[config.mk]
export PLATFORM = sky130hd
export DESIGN_NAME = alu_seq
export DESIGN_NICKNAME = d
export VERILOG_FILES = /design/src/rtl/alu_pkg.sv /design/src/rtl/alu_comb.sv /design/src/rtl/alu_seq.sv
export SDC_FILE = /design/constraint.sdc
export NUM_CORES = 1
export LEC_CHECK = 0
export ABC_AREA = 1
export CAP_MARGIN = 25
export CORE_UTILIZATION = 40
export DETAILED_ROUTE_END_ITERATION = 10
export PLACE_DENSITY = 0.67
export SETUP_SLACK_MARGIN = 0.05
export SLEW_MARGIN = 25
export SYNTH_ARGS = -nofsm -noshare
export SYNTH_HDL_FRONTEND = slang
export SYNTH_SLANG_ARGS = --single-unit
[constraint.sdc]
create_clock -name ALUS_CLOCK_50 -period 2 [get_ports ALUS_CLOCK_50]
set_clock_uncertainty 0.05 [all_clocks]
set_input_delay 0.3 -clock ALUS_CLOCK_50 [delete_from_list [all_inputs] [get_ports ALUS_CLOCK_50]]
set_output_delay 0.3 -clock ALUS_CLOCK_50 [all_outputs]
set_load 0.03 [all_outputs]
[src/rtl/alu_pkg.sv]
// alu_pkg: definitions shared by the RV32I execute-stage ALU and the ALU
// control unit that feeds it.
//   - ALU_DATAWIDTH : default operand/result width
//   - ALU_OP_*      : 4-bit operation codes driven by the ALU control unit
//   - alu_state_e   : state encoding of the iterative shifter FSM
//   - alu_is_shift  : true for the three shift op codes
package alu_pkg;

  localparam int unsigned ALU_DATAWIDTH = 32;

  localparam logic [3:0] ALU_OP_ADD   = 4'h0;
  localparam logic [3:0] ALU_OP_SUB   = 4'h1;
  localparam logic [3:0] ALU_OP_SLL   = 4'h2;
  localparam logic [3:0] ALU_OP_SLT   = 4'h3;
  localparam logic [3:0] ALU_OP_SLTU  = 4'h4;
  localparam logic [3:0] ALU_OP_XOR   = 4'h5;
  localparam logic [3:0] ALU_OP_SRL   = 4'h6;
  localparam logic [3:0] ALU_OP_SRA   = 4'h7;
  localparam logic [3:0] ALU_OP_OR    = 4'h8;
  localparam logic [3:0] ALU_OP_AND   = 4'h9;
  localparam logic [3:0] ALU_OP_BUFFB = 4'hA;
  localparam logic [3:0] ALU_OP_BUFFA = 4'hB;

  typedef enum logic [0:0] {
    ALU_ST_IDLE  = 1'b0,
    ALU_ST_SHIFT = 1'b1
  } alu_state_e;

  function automatic logic alu_is_shift(input logic [3:0] op);
    logic is_shift;
    case (op)
      ALU_OP_SLL, ALU_OP_SRL, ALU_OP_SRA: is_shift = 1'b1;
      default:                            is_shift = 1'b0;
    endcase
    return is_shift;
  endfunction

endpackage

[src/rtl/alu_comb.sv]
// alu_comb: combinational datapath for every single-cycle ALU operation.
// Build option ALUS_BARREL_SHIFT_EN: when defined, SLL/SRL/SRA are computed
// here by a barrel shifter; otherwise shift ops return A unchanged (the
// sequencer only uses this path for a shift amount of zero).
// Ports:
//   op_i     [3:0]        operation code (alu_pkg::ALU_OP_*)
//   a_i      [DATAWIDTH]  operand A
//   b_i      [DATAWIDTH]  operand B (low $clog2(DATAWIDTH) bits = shamt)
//   result_o [DATAWIDTH]  result; codes C..F give zero
module alu_comb
  import alu_pkg::*;
#(
  parameter int unsigned DATAWIDTH = ALU_DATAWIDTH
) (
  input  logic [3:0]           op_i,
  input  logic [DATAWIDTH-1:0] a_i,
  input  logic [DATAWIDTH-1:0] b_i,
  output logic [DATAWIDTH-1:0] result_o
);

`ifdef ALUS_BARREL_SHIFT_EN
  localparam int unsigned SHW = $clog2(DATAWIDTH);
  logic [SHW-1:0] shamt_s;
  assign shamt_s = b_i[SHW-1:0];
`endif

  // Operation decode and result select.
  always_comb begin
    result_o = {DATAWIDTH{1'b0}};
    case (op_i)
      ALU_OP_ADD:   result_o = a_i + b_i;
      ALU_OP_SUB:   result_o = a_i - b_i;
      ALU_OP_SLT:   result_o = {{(DATAWIDTH-1){1'b0}}, ($signed(a_i) < $signed(b_i))};
      ALU_OP_SLTU:  result_o = {{(DATAWIDTH-1){1'b0}}, (a_i < b_i)};
      ALU_OP_XOR:   result_o = a_i ^ b_i;
      ALU_OP_OR:    result_o = a_i | b_i;
      ALU_OP_AND:   result_o = a_i & b_i;
      ALU_OP_BUFFB: result_o = b_i;
      ALU_OP_BUFFA: result_o = a_i;
`ifdef ALUS_BARREL_SHIFT_EN
      ALU_OP_SLL:   result_o = a_i << shamt_s;
      ALU_OP_SRL:   result_o = a_i >> shamt_s;
      ALU_OP_SRA:   result_o = $signed(a_i) >>> shamt_s;
`else
      // Reached only with shamt == 0, where every shift is the identity.
      ALU_OP_SLL, ALU_OP_SRL, ALU_OP_SRA: result_o = a_i;
`endif
      default:      result_o = {DATAWIDTH{1'b0}};
    endcase
  end

endmodule

[src/rtl/alu_seq.sv]
// alu_seq: sequential RV32I ALU with start/done handshake.
// Non-shift ops (and shifts by zero) complete on the Start-sampling edge.
// Shifts by k>0 step one bit per clock in SHIFT state and complete k edges
// later. Build option ALUS_BARREL_SHIFT_EN removes the SHIFT state and
// counter: every op completes in one cycle and Ready is always high.
// Ports:
//   ALUS_CLOCK_50          clock, rising edge
//   ALUS_RESET_InLow       asynchronous active-low reset
//   ALUS_AluControl_InBUS  4-bit op code
//   ALUS_DataA_InBUS       operand A
//   ALUS_DataB_InBUS       operand B / shift amount
//   ALUS_Start_In          request, sampled while Ready is high
//   ALUS_Kill_In           flush, aborts any operation in flight
//   ALUS_Ready_Out         high when a new request can be accepted
//   ALUS_Done_Out          one-cycle pulse, result valid
//   ALUS_Result_OutBUS     registered result, held until next completion
//   ALUS_Zero_Out          registered (Result == 0)
module alu_seq
  import alu_pkg::*;
#(
  parameter int unsigned DATAWIDTH = ALU_DATAWIDTH
) (
  input  logic                 ALUS_CLOCK_50,
  input  logic                 ALUS_RESET_InLow,
  input  logic [3:0]           ALUS_AluControl_InBUS,
  input  logic [DATAWIDTH-1:0] ALUS_DataA_InBUS,
  input  logic [DATAWIDTH-1:0] ALUS_DataB_InBUS,
  input  logic                 ALUS_Start_In,
  input  logic                 ALUS_Kill_In,
  output logic                 ALUS_Ready_Out,
  output logic                 ALUS_Done_Out,
  output logic [DATAWIDTH-1:0] ALUS_Result_OutBUS,
  output logic                 ALUS_Zero_Out
);

  logic [DATAWIDTH-1:0] comb_result_s;
  logic [DATAWIDTH-1:0] result_q, result_d;
  logic                 zero_q, zero_d;
  logic                 done_q, done_d;
  logic                 ready_s;
  logic                 accept_s;

  alu_comb #(
    .DATAWIDTH (DATAWIDTH)
  ) u_comb (
    .op_i     (ALUS_AluControl_InBUS),
    .a_i      (ALUS_DataA_InBUS),
    .b_i      (ALUS_DataB_InBUS),
    .result_o (comb_result_s)
  );

  // Kill always wins over a new request.
  assign accept_s = ALUS_Start_In & ~ALUS_Kill_In & ready_s;

`ifdef ALUS_BARREL_SHIFT_EN

  // Single-cycle build: every accepted request completes on its sampling edge.
  always_comb begin
    result_d = result_q;
    zero_d   = zero_q;
    done_d   = 1'b0;
    if (accept_s) begin
      result_d = comb_result_s;
      zero_d   = (comb_result_s == {DATAWIDTH{1'b0}});
      done_d   = 1'b1;
    end else begin
      done_d   = 1'b0;
    end
  end

  assign ready_s = 1'b1;

`else

  localparam int unsigned SHW = $clog2(DATAWIDTH);

  alu_state_e           state_q, state_d;
  logic [SHW-1:0]       count_q, count_d;
  logic [SHW-1:0]       shamt_s;
  logic [DATAWIDTH-1:0] acc_q, acc_d;
  logic [DATAWIDTH-1:0] shifted_s;
  logic [3:0]           op_q, op_d;
  logic                 start_shift_s;
  logic                 last_step_s;

  assign shamt_s       = ALUS_DataB_InBUS[SHW-1:0];
  assign start_shift_s = accept_s & alu_is_shift(ALUS_AluControl_InBUS) &
                         (shamt_s != {SHW{1'b0}});
  // Completing edge: count goes 1 -> 0 and no flush pending.
  assign last_step_s   = (state_q == ALU_ST_SHIFT) & ~ALUS_Kill_In &
                         (count_q == SHW'(1));

  // FSM state register.
  always_ff @(posedge ALUS_CLOCK_50 or negedge ALUS_RESET_InLow) begin
    if (!ALUS_RESET_InLow) begin
      state_q <= ALU_ST_IDLE;
    end else begin
      state_q <= state_d;
    end
  end

  // FSM next-state logic.
  always_comb begin
    state_d = state_q;
    case (state_q)
      ALU_ST_IDLE: begin
        if (start_shift_s) begin
          state_d = ALU_ST_SHIFT;
        end else begin
          state_d = ALU_ST_IDLE;
        end
      end
      ALU_ST_SHIFT: begin
        if (ALUS_Kill_In || last_step_s) begin
          state_d = ALU_ST_IDLE;
        end else begin
          state_d = ALU_ST_SHIFT;
        end
      end
      default: state_d = ALU_ST_IDLE;
    endcase
  end

  // FSM output logic.
  always_comb begin
    ready_s = 1'b0;
    case (state_q)
      ALU_ST_IDLE:  ready_s = 1'b1;
      ALU_ST_SHIFT: ready_s = 1'b0;
      default:      ready_s = 1'b0;
    endcase
  end

  // One-bit step of the shift accumulator, using the op latched at Start.
  always_comb begin
    shifted_s = acc_q;
    case (op_q)
      ALU_OP_SLL: shifted_s = {acc_q[DATAWIDTH-2:0], 1'b0};
      ALU_OP_SRL: shifted_s = {1'b0, acc_q[DATAWIDTH-1:1]};
      ALU_OP_SRA: shifted_s = {acc_q[DATAWIDTH-1], acc_q[DATAWIDTH-1:1]};
      default:    shifted_s = acc_q;
    endcase
  end

  // Datapath next-state: accumulator, counter, latched op and outputs.
  always_comb begin
    acc_d    = acc_q;
    count_d  = count_q;
    op_d     = op_q;
    result_d = result_q;
    zero_d   = zero_q;
    done_d   = 1'b0;
    case (state_q)
      ALU_ST_IDLE: begin
        if (start_shift_s) begin
          acc_d   = ALUS_DataA_InBUS;
          count_d = shamt_s;
          op_d    = ALUS_AluControl_InBUS;
        end else if (accept_s) begin
          result_d = comb_result_s;
          zero_d   = (comb_result_s == {DATAWIDTH{1'b0}});
          done_d   = 1'b1;
        end else begin
          done_d   = 1'b0;
        end
      end
      ALU_ST_SHIFT: begin
        if (ALUS_Kill_In) begin
          count_d = {SHW{1'b0}};
        end else begin
          acc_d   = shifted_s;
          count_d = count_q - SHW'(1);
          if (last_step_s) begin
            result_d = shifted_s;
            zero_d   = (shifted_s == {DATAWIDTH{1'b0}});
            done_d   = 1'b1;
          end else begin
            done_d   = 1'b0;
          end
        end
      end
      default: begin
        count_d = {SHW{1'b0}};
      end
    endcase
  end

  // Shift accumulator, counter and latched op code.
  always_ff @(posedge ALUS_CLOCK_50 or negedge ALUS_RESET_InLow) begin
    if (!ALUS_RESET_InLow) begin
      acc_q   <= {DATAWIDTH{1'b0}};
      count_q <= {SHW{1'b0}};
      op_q    <= 4'h0;
    end else begin
      acc_q   <= acc_d;
      count_q <= count_d;
      op_q    <= op_d;
    end
  end

`endif

  // Output registers; Zero always tracks the registered Result.
  always_ff @(posedge ALUS_CLOCK_50 or negedge ALUS_RESET_InLow) begin
    if (!ALUS_RESET_InLow) begin
      result_q <= {DATAWIDTH{1'b0}};
      zero_q   <= 1'b1;
      done_q   <= 1'b0;
    end else begin
      result_q <= result_d;
      zero_q   <= zero_d;
      done_q   <= done_d;
    end
  end

  assign ALUS_Ready_Out     = ready_s;
  assign ALUS_Done_Out      = done_q;
  assign ALUS_Result_OutBUS = result_q;
  assign ALUS_Zero_Out      = zero_q;

endmodule

==> metrics.md, run 1 <==
| Metric | Value |
|---|---|
| Outcome | complete, but fails checks |
| Failing checks | setup timing |
| Die area | 28600 um2 |
| Main flop type after synthesis | dfrtp_1 |
| Cell Area, Synth | approximately 11000 um2 |
| Pwr Density | between 500 and 600 nW/um2 |
| Antenna Cells | 0 |
| Post-route ant nets | 0 |
| Dpl hpwl | 41400 um |
| Tightest Hold Check Type | in2reg |
| Hold Vio Cnt, Final | 0 |
| Leakage | around 9.9 nW |
| Crit path time final | around 2.5 ns |
| Mean Syn Cell Area | about 5.8 um2 |
| Die height | between 150 and 200 um |
| Die width | between 150 and 200 um |
| R2R Path Start | op_q[1] |
| FMAX | 407 MHz |
| Initial antenna violation count | 0 |
| Tot GR Track Use | 37.0% |
| Arr. time, crit path | around 2.7 ns |
| Crit start category | primary input |
| Synth unique cells | 46 |
| Final hold slack | 0.200 ns |
| Reg2reg path depth | 16 |
| Mapped Cells | a little under 2k |
| Asr flop ratio synth | 100% |
| PortBufs | ~110 |
| CTS clk-pin slew, worst paths | about 0.06 ns |
| Total Power | 0.0116 W |
| First drt pass iteration count | 6 |
| Ports | roughly 110 |
| Area contributors post-synth | dfrtp_1 17%, nand2_1 16%, inv_1 11%, ha_1 11%, nor2_1 7.7% |
| Layout cells sized above 1 | about half |
| CP Launch Point | ALUS_DataA_InBUS[0] |
| Yosys reg bits | 76 |
| Synthesis-to-layout area growth | 76.3% |
| RSZ-0062 raised after global routing | yes |
| EDFF count, synth | 0 |
| Crit path setup slack, layout | -0.455 ns |
| Clock buffer count from CTS | 9 |
| Nets@finish | between 2k and 3k |
| Routability-driven placement congestion ratio | between 1 and 1.5 |
| Synth area leader | dfrtp_1 |
| Detailed-route vias per instance | roughly 5.5 |
| Max clock buf depth | 2 |
| Effective utilization at floorplan | approximately two fifths |
| Part of the cycle the worst path needs | 123% |
| Worst-Skew Late Latency | 0.34 ns |
| Post-Route WL | around 55000 um |
| MaxCap Viol Count | 0 |
| 1st-iter DRT viols | about 1.8k |
| CP required | 2.23 ns |
| CTS tree | yes |
| Vias | approximately 16k |
| Clock root cell | clkbuf_16 |
| Final setup fails | 30 |
| Max FO, Critical Path | 3 |
| First-pass GRT wire length | ~82000 um |
| Drt drc | 0 |
| Synth top area share | 16.8% |
| Core Region | about 27000 um2 |
| Worst relative slew slack | between 60% and 70% |
| H-Tree Depth | 3 |
| Worst setup EP type | register |
| Worst slew pin tran | roughly 0.46 ns |
| Grt ovf | 0 |
| Post-Syn Nets | 2104 |
| WL/cell | around 19 um |
| Crit path capture | ALUS_Zero_Out |
| Vias in the first global route | roughly 15k |
| Sequential area share after synthesis | 17.1% |
| Synth warnings | 0 |
| RR Endpoint | ALUS_Zero_Out |
| Row Count | 60 |
| Clock Sinks | 76 |
| Reg2Reg Setup Slack | -0.23 ns |
| Final Max Tran Viols | 0 |
| Largest net degree at the start of global routing | 65 |
| WS Path Type | in2reg |
| Peak VDD IR | ~460 uV |
[registers in the layout (all words and copies together), names as in the netlist]
register,cells
ALUS_Done_Out,1
ALUS_Result_OutBUS,32
ALUS_Zero_Out,1
acc_q,32
count_q,5
op_q,4
state_q,1
[Yosys cell counts, types with 9 or more instances]
library cell	n
nand4_1	27
o21ai_0	131
clkbuf_1	27
nand3_1	136
nor2_2	16
nor3_1	23
nand3_2	9
o22ai_1	62
o221ai_1	14
a211oi_1	11
dfrtp_1	75
buf_4	15
buf_2	18
a21oi_1	92
buf_6	12
nand2_1	482
ha_1	98
nor2_1	230
inv_1	336
nand2_2	28
inv_2	21
[worst min path at each step]
stage / from / end / slack (ns) / cells past startpoint
6_report: ALUS_AluControl_InBUS[0] / op_q[0] / 0.20 / 3
3_5_place_dp: ALUS_RESET_InLow / count_q[0] / 0.22 / 1
2_1_floorplan: ALUS_RESET_InLow / ALUS_Done_Out / -0.05 / 0
3_3_place_gp: ALUS_RESET_InLow / count_q[4] / 0.22 / 1
4_1_cts: ALUS_AluControl_InBUS[0] / op_q[0] / 0.29 / 3
5_1_grt: ALUS_AluControl_InBUS[0] / op_q[0] / 0.22 / 3
[logic make-up (layout without fill, tap and decap cells)]
kind of cell,Yosys count,after routing,synth area share (%)
fa+ha+maj,100,100,11.4
simple gates,966,966,37.0
xor+xnor,2,2,0.157
compound gates,355,355,18.4
flops,76,76,17.1
buf+inv,433,1033,16.1
[through the flow]
step / util, % / cells / cell area [um2] / setup WS (ns) / TNS [ns]
2_1_floorplan: - / 1932 / 11200 / -0.131 / -0.131
3_3_place_gp: 58.2 / 2776 / 15800 / -1.39 / -42.59
3_5_place_dp: 58.2 / 2776 / 15800 / -1.39 / -43.71
4_1_cts: 68.9 / 2873 / 18700 / -0.322 / -3.30
5_1_grt: 72.4 / 2904 / 19700 / -0.519 / -8.84
6_report: 72.4 / 2904 / 19700 / -0.455 / -5.10
[worst max-delay path, cell delays in order]
cell and delay (ns):
buf_8 0.11, inv_6 0.05, ha_4 0.13, inv_4 0.04
fa_2 0.38, nand2_4 0.11, nand2_4 0.06, nand3_4 0.10
buf_4 0.12, nand3_2 0.06, nand3_2 0.08, nand4_1 0.16
nor2_1 0.17, nand2_1 0.07, nor2_2 0.13, buf_6 0.12
nand3_4 0.06, nor2_4 0.11, nand4_1 0.17, a21oi_2 0.16
[placed cells by master, fill, tap and decap left out, types with 8 or more instances in the layout]
master,n
a21oi_4,17
buf_2,34
nand3_2,45
a21oi_2,29
nor2_1,150
ha_1,43
ha_2,13
clkdlybuf4s15_2,9
inv_1,221
a21oi_1,54
nand2_1,337
clkbuf_16,9
a211oi_1,9
nor2_4,52
nand3_1,87
buf_12,18
clkdlybuf4s50_1,36
inv_4,14
o21ai_1,38
nor2_2,44
nand3_4,13
nand2_4,45
nor3_2,18
inv_2,122
o22ai_1,55
o21ai_0,85
ha_4,42
buf_4,450
o221ai_1,9
nand2_2,129
nand4_1,27
buf_6,91
dfrtp_1,75
nor3_1,8
o21ai_2,12
[what timing repair did]
action | CTS | global route
resized for setup | 854 | 236
pin swaps | 231 | 95
hold buffers | 1 | 0
buffers inserted | 82 | 35
endpoints found under the setup margin | 67 | 60
endpoints found under the hold margin | 31 | 0
[layout make-up]
class / instances / area (um2)
sequential: 76 / 1900
inverter: 360 / 1400
fill: 2125 / 7510
clock inverter: 3 / 68.8
clock buffer: 13 / 260
tap: 372 / 465
multi-input combinational: 1423 / 9990
timing repair buffer: 657 / 5580
[where the power goes]
| group | internal, W | total [W] | switching, W |
|---|---|---|---|
| clock network | 0.00117 | 0.00183 | 0.000661 |
| registers | 0.00193 | 0.00218 | 0.000250 |
| logic | 0.00333 | 0.00756 | 0.00423 |
| total | 0.00642 | 0.0116 | 0.00514 |
[metal layers]
metal	vias to the layer above	part of all wire [%]	global-route usage (%)
met2	944	46	60.7
met4	0	4.2	14.4
met5	-	0	0
met3	191	10	5.61
met1	7566	40	48.6
li1	7371	-	-
(Power assumes the default switching activity.)
==> run 2, diff against run 1 <==
Settings changed: GPL_ROUTABILITY_DRIVEN set to 1, PLACE_DENSITY 0.67 to not set.
==> metrics.md, run 2 (same netlist as run 1, synthesis figures left out) <==
| Metric | Value |
|---|---|
| Post-route ant nets | 0 (unchanged) |
| WS Path Type | in2reg |
| Pwr Density | 565 nW/um2 (-4.0%) |
| Grt ovf | 0 (unchanged) |
| Nets@finish | 2693 (-0.22%) |
| Routability-driven placement congestion ratio | 1.00 (-8.2%) |
| RSZ-0062 raised after global routing | yes |
| H-Tree Depth | 3 (unchanged) |
| CP peak stage delay | 0.25 ns (-0.13 ns) |
| Die area | 28600 um2 (unchanged) |
| Top Family by Delay on Critical Path | simple AND/OR/NAND/NOR gates |
| Most frequent cells in the layout | 458 x buf_4, 303 x nand2_1, 210 x inv_1 |
| Crit path time final | 2.35 ns (-0.103 ns) |
| Filler cells | 2265 (+6.6%) |
| First-pass GRT wire length | 80600 um (-1.5%) |
| Worst-Skew Late Latency | 0.33 ns (about the same) |
| FMAX | 425 MHz (+4.4%) |
| Failing checks | setup timing |
| Clock buffer count from CTS | 9 (unchanged) |
| Row Count | 60 (unchanged) |
| Worst setup EP type | register |
| 1st-iter DRT viols | 1301 (-26%) |
| Final setup TNS | -4.28 ns (+0.819 ns) |
| Max FO, Critical Path | 8 (+5) |
| Arr. time, crit path | 2.57 ns (-0.12 ns) |
| Final Max Tran Viols | 0 (unchanged) |
| Tightest Hold Check Type | in2reg |
| Core Region | 27200 um2 (unchanged) |
| Vias | 15.6k (-3.2%) |
| First drt pass iteration count | 6 (unchanged) |
| Total Power | 0.0113 W (-2.6%) |
| PortBufs | 106 (unchanged) |
| Commonest non-fill, non-tap cell in the layout | buf_4 |
| CP required | 2.21 ns (-0.02 ns) |
| Post-Route WL | 55500 um (+0.30%) |
| WL/cell | 19.2 um (+0.58%) |
| Vias in the first global route | 14.6k (-4.2%) |
| Dpl ws | -1.46 ns (-0.0736 ns) |
| Outcome | complete, but fails checks |
| Crit-path cells | clkdlybuf4s15_2, buf_4, nand3_1, nand2_2, inv_2, buf_4, o22ai_1, nor2_1, nand4_1, nor2_2, buf_6, nand3_4, nor2_4, nand4_1, a21oi_2 |
| Buf+Inv Stages, Crit Path | 5 (unchanged) |
| Die height | 169 um (unchanged) |
| Crit path setup slack, layout | -0.352 ns (+0.103 ns) |
| Largest net degree at the start of global routing | 65 (unchanged) |
| Max stage delay cell, worst path | buf_4 |
| Layout cells sized above 1 | 52.2% (+2.6 points) |
| Effective utilization at floorplan | 41.0% (unchanged) |
| Worst relative slew slack | 66.2% (-2.8 points) |
| Clock root cell | clkbuf_16 |
| Worst slew pin tran | 0.505 ns (+0.0424 ns) |
| Antenna Cells | 0 (unchanged) |
| Post-Route Utilization | 73.4% (+1.1 points) |
| Initial antenna violation count | 0 (unchanged) |
| Leakage | 9.93 nW (+0.30%) |
| Peak VDD IR | 471 uV (+1.7%) |
| MaxCap Viol Count | 0 (unchanged) |
| Crit start category | primary input |
| Max clock buf depth | 2 (unchanged) |
| CTS tree | yes |
| Dpl hpwl | 42200 um (+2.1%) |
| Tot GR Track Use | 36.8% (-0.18 points) |
| Final setup fails | 26 (-13%) |
| Die width | 169 um (unchanged) |
| CTS clk-pin slew, worst paths | 0.06 ns (about the same) |
| Clock Sinks | 76 (unchanged) |
| Detailed-route vias per instance | 5.37 (-2.9%) |
| Ports | 107 (unchanged) |
| Synthesis-to-layout area growth | 78.9% |
| Hold Vio Cnt, Final | 0 (unchanged) |
| Drt drc | 0 (unchanged) |
| Part of the cycle the worst path needs | 118% (-5.1 points) |
==> run 2: changes by cell type in the layout (fill, tap and decap cells not counted), moves of 7 or more <==
cell	previous run	this run
buf_4	450	458
nand3_1	87	64
nor2_4	52	62
nand2_1	337	303
clkbuf_2	4	22
inv_1	221	210
nand2_4	45	52
o21ai_1	38	30
nand3_2	45	64
buf_2	34	16
buf_6	91	78
a21oi_2	29	38
clkdlybuf4s15_2	9	2
nand2_2	129	154
==> run 2: layout make-up <==
type | count | area, um2 | area share, %
well taps | 372 | 465 | 2.33
clock buffers | 11 | 233 | 1.17
repair buffers | 651 | 5530 | 27.7
inverters | 360 | 1420 | 7.12
clock inverters | 3 | 40.0 | 0.201
flip-flops and latches | 76 | 1900 | 9.54
multi-input cells | 1423 | 10400 | 51.9
==> run 2: stage by stage <==
| stage | area [um2] | hold slack, ns | cells |
|---|---|---|---|
| finish | 20000 | 0.296 | 2896 |
| global route | 20000 | 0.318 | 2896 |
| CTS | 18400 | 0.287 | 2847 |
| detailed placement | 15900 | 0.247 | 2779 |
| global placement | 15900 | 0.248 | 2779 |
| floorplan | 11200 | -0.0456 | 1932 |
==> run 2: power by group <==
| group | internal (W) | total (W) | switching [W] |
|---|---|---|---|
| registers | 0.00193 | 0.00215 | 0.000225 |
| clock network | 0.000949 | 0.00155 | 0.000602 |
| logic | 0.00335 | 0.00757 | 0.00421 |
==> run 2: per-layer routing <==
layer | GRT usage [%] | wire [um] | share of wire [%] | up-vias
met3 | 3.34 | 4200 | 7.6 | 144
met5 | 0 | 0 | 0 | -
met2 | 60.5 | 25500 | 46 | 685
met4 | 11.4 | 1950 | 3.5 | 0
li1 | - | - | - | 7359
met1 | 50.7 | 23800 | 43 | 7373
==> run 2: final timing paths <==
check / end / slack (ns) / depth (start not counted) / startpoint
max: ALUS_Zero_Out / -0.35 / 15 / ALUS_AluControl_InBUS[0]
min: op_q[0] / 0.30 / 3 / ALUS_AluControl_InBUS[0]
max reg2reg: ALUS_Zero_Out / -0.16 / 14 / op_q[1]
min reg2reg: ALUS_Result_OutBUS[4] / 0.42 / 2 / ALUS_Result_OutBUS[4]
max in group asynchronous: acc_q[23] / 0.90 / 3 / ALUS_RESET_InLow
min in group asynchronous: ALUS_Result_OutBUS[11] / 0.44 / 2 / ALUS_RESET_InLow
==> run 2: tightest hold or removal path: stages <==
cell and delay (ns):
clkdlybuf4s15_2 0.23, nand2_1 0.07, nand2_1 0.05
==> run 2: repair_timing <==
item,CTS,global route
endpoints found under the hold margin,31,0
buffers inserted,55,52
pin swaps,196,238
setup endpoints to repair,72,56
hold buffers,1,0
gates resized for setup,742,424
==> run 3, diff against run 2 <==
Settings changed: SYNTH_HIERARCHICAL set to 1.
==> metrics.md, run 3 <==
| Metric | Value |
|---|---|
| Sequential area share after synthesis | 16.6% (-0.44 points) |
| Final Max Tran Viols | 0 (unchanged) |
| Final setup TNS | -3.83 ns (+0.455 ns) |
| Commonest non-fill, non-tap cell in the layout | buf_4 |
| Filler cells | 2085 (-7.9%) |
| Post-Route WL | 58200 um (+5.0%) |
| Final setup fails | 23 (-12%) |
| Leakage | 10.8 nW (+8.8%) |
| 1st-iter DRT viols | 1602 (+23%) |
| Placed Instances | 2824 (+1.6%) |
| Tot GR Track Use | 37.5% (+0.77 points) |
| CP required | 2.22 ns (about the same) |
| Synth warnings | 6 (+6) |
| DP Area | 15900 um2 (+0.30%) |
| Drt drc | 0 (unchanged) |
| Die area | 29300 um2 (+2.6%) |
| Vias | 16.4k (+5.3%) |
| Vias in the first global route | 15.3k (+4.6%) |
| H-Tree Depth | 3 (unchanged) |
| Worst slew pin tran | 0.750 ns (+0.245 ns) |
| Most common cell in the netlist | nand2_1 |
| First-pass GRT wire length | 83600 um (+3.7%) |
| WS Path Type | in2reg |
| Core Region | 27900 um2 (+2.8%) |
| Finished layout cell area | 21400 um2 (+7.2%) |
| Part of the cycle the worst path needs | 131% (+14 points) |
| Dpl hpwl | 41800 um (-0.98%) |
| Largest net degree at the start of global routing | 56 (-14%) |
| CTS tree | yes |
| Row Count | 61 (+1.7%) |
| RSZ-0062 raised after global routing | yes |
| Hold Vio Cnt, Final | 0 (unchanged) |
| Crit-path cells | buf_8, ha_4, fa_2, nand2_2, inv_2, nand2_2, nand3_4, nand3_2, nand3_2, nor2_2, nor2_1, nand2_1, nand4_1, or2_4, nor3_4, nand3_1, nor2_2, a21oi_2, a21oi_2 |
| Tightest Hold Check Type | in2reg |
| Post-Syn Nets | 2188 (+4.0%) |
| Die width | 171 um (+1.3%) |
| Max clock buf depth | 2 (unchanged) |
| MaxCap Viol Count | 0 (unchanged) |
| Detailed-route vias per instance | 5.49 (+2.2%) |
| Worst setup EP type | register |
| Pwr Density | 557 nW/um2 (-1.3%) |
| Clock buffer count from CTS | 9 (unchanged) |
| Max stage delay cell, worst path | fa_2 |
| Failing checks | setup timing |
| Post-Route Utilization | 76.6% (+3.1 points) |
| Yosys reg bits | 76 (unchanged) |
| Routability-driven placement congestion ratio | 1.04 (+3.6%) |
| CP peak stage delay | 0.35 ns (+0.10 ns) |
| Mean Syn Cell Area | 5.68 um2 (-1.6%) |
| First drt pass iteration count | 6 (unchanged) |
| Worst relative slew slack | 49.4% (-17 points) |
| Crit path time final | 2.62 ns (+0.273 ns) |
| Top cells by count, synth | 557 x nand2_1, 357 x inv_1, 235 x nor2_1 |
| Most frequent cells in the layout | 397 x buf_4, 343 x nand2_1, 219 x inv_1 |
| Post-route ant nets | 0 (unchanged) |
| WL/cell | 19.5 um (+1.9%) |
| Met1 usage | 49.7% (-1.0 points) |
| Asr flop ratio synth | 100% (unchanged) |
| Peak VDD IR | 410 uV (-13%) |
| Post-route insts no fill | 2984 (+3.0%) |
| Arr. time, crit path | 2.84 ns (+0.27 ns) |
| Met3 Use GR | 6.56% (+3.2 points) |
| Synthesis-to-layout area growth | 86.8% |
| FMAX | 381 MHz (-10%) |
| Outcome | complete, but fails checks |
| Cell Area, Synth | 11400 um2 (+2.6%) |
| Clock root cell | clkbuf_16 |
| GR peak layer | met2 |
| Ports | 107 (unchanged) |
| Nets@finish | 2773 (+3.0%) |
| Initial antenna violation count | 0 (unchanged) |
| Grt ovf | 0 (unchanged) |
| Crit path setup slack, layout | -0.625 ns (-0.273 ns) |
| Crit start category | primary input |
| Antenna Cells | 0 (unchanged) |
| Effective utilization at floorplan | 41.0% (-0.057 points) |
| EDFF count, synth | 0 (unchanged) |
| Die height | 171 um (+1.3%) |
| Main flop type after synthesis | dfrtp_1 |
| Synth unique cells | 47 (+2.2%) |
| Layout cells sized above 1 | 53.3% (+1.1 points) |
| Area contributors post-synth | nand2_1 18%, dfrtp_1 16%, inv_1 12%, ha_1 11%, nor2_1 7.7% |
| Mapped Cells | 2016 (+4.3%) |
| Synth top area share | 18.3% (+1.4 points) |
| Final hold slack | 0.316 ns (+0.0207 ns) |
| Clock Sinks | 76 (unchanged) |
| Synth area leader | nand2_1 |
| CTS clk-pin slew, worst paths | 0.06 ns (about the same) |
| GR Util met2 | 61.5% (+0.96 points) |
| Max FO, Critical Path | 4 (-4) |
| PortBufs | 106 (unchanged) |
| Worst-Skew Late Latency | 0.34 ns (about the same) |
run 3: cell types whose count changed after synthesis, moves of 10 or more:
cell / before / now
nand4_1: 27 / 49
nor3_1: 23 / 12
nand2_2: 28 / 12
inv_2: 21 / 9
o22ai_1: 62 / 38
o21ai_1: 6 / 16
o221ai_1: 14 / 2
o21ai_0: 131 / 85
buf_2: 18 / 34
mux2i_1: 0 / 11
inv_1: 336 / 357
nand2_1: 482 / 557
a21oi_1: 92 / 105
nand3_1: 136 / 162
run 3: what timing repair did:
action / 4_1_cts / 5_1_grt
hold buffers: 1 / 0
gates resized for setup: 1050 / 394
pin swaps: 285 / 243
buffers inserted: 116 / 58
hold endpoints to repair: 35 / 0
endpoints found under the setup margin: 34 / 33
run 3: metal layers:
layer / up-vias / share of wire, %
met3: 173 / 8.2
met2: 795 / 46
met1: 7816 / 41
li1: 7600 / -
met4: 0 / 4.1
met5: - / 0
run 3: path summary, 6_finish.rpt:
kind	startpoint	to	slack [ns]	cells past startpoint
min in group asynchronous	ALUS_RESET_InLow	count_q[2]	0.43	2
worst max-delay path	ALUS_DataB_InBUS[0]	ALUS_Zero_Out	-0.62	19
max in group asynchronous	ALUS_RESET_InLow	acc_q[9]	0.90	3
worst max register to register	op_q[3]	ALUS_Zero_Out	0.04	12
worst min register to register	ALUS_Result_OutBUS[30]	ALUS_Result_OutBUS[30]	0.43	2
worst min-delay path	ALUS_AluControl_InBUS[0]	op_q[0]	0.32	4
run 3: kinds of logic (layout without fill, tap and decap cells):
family	after synthesis	after routing	share of synthesized area (%)
flops	76	76	16.6
mux	11	11	0.962
buf+inv	450	1040	16.1
simple gates	1071	1071	39.9
xor+xnor	4	4	0.306
fa+ha+maj	100	100	11.1
compound gates	304	304	15.1
run 3: final cells by class:
cell class | count | area, um2 | area share [%]
clock buffer | 11 | 243 | 1.13
inverter | 367 | 1510 | 7.04
sequential | 76 | 1900 | 8.90
timing repair buffer | 657 | 5930 | 27.7
clock inverter | 5 | 85.1 | 0.398
multi-input combinational | 1490 | 11300 | 52.6
tap | 378 | 473 | 2.21
run 3: per-stage QoR:
step | power [W] | setup slack [ns]
floorplan | 0.00554 | -0.344
global placement | 0.00799 | -1.64
detailed placement | 0.00804 | -1.68
CTS | 0.0111 | -0.527
global route | 0.0126 | -0.725
finish | 0.0119 | -0.625
run 3: critical path: cells and delay by family:
| kind | cells | cell delay, ns |
|---|---|---|
| and+or+nand+nor | 13 | 1.67 |
| adders and majority gates | 2 | 0.51 |
| AOI/OAI and AO/OA | 2 | 0.18 |
| buffers and inverters | 2 | 0.15 |
run 3: power breakdown:
part	switching [W]	internal, W
combinational	0.00446	0.00338
sequential	0.000322	0.00197
clock	0.000654	0.00113
total	0.00544	0.00648
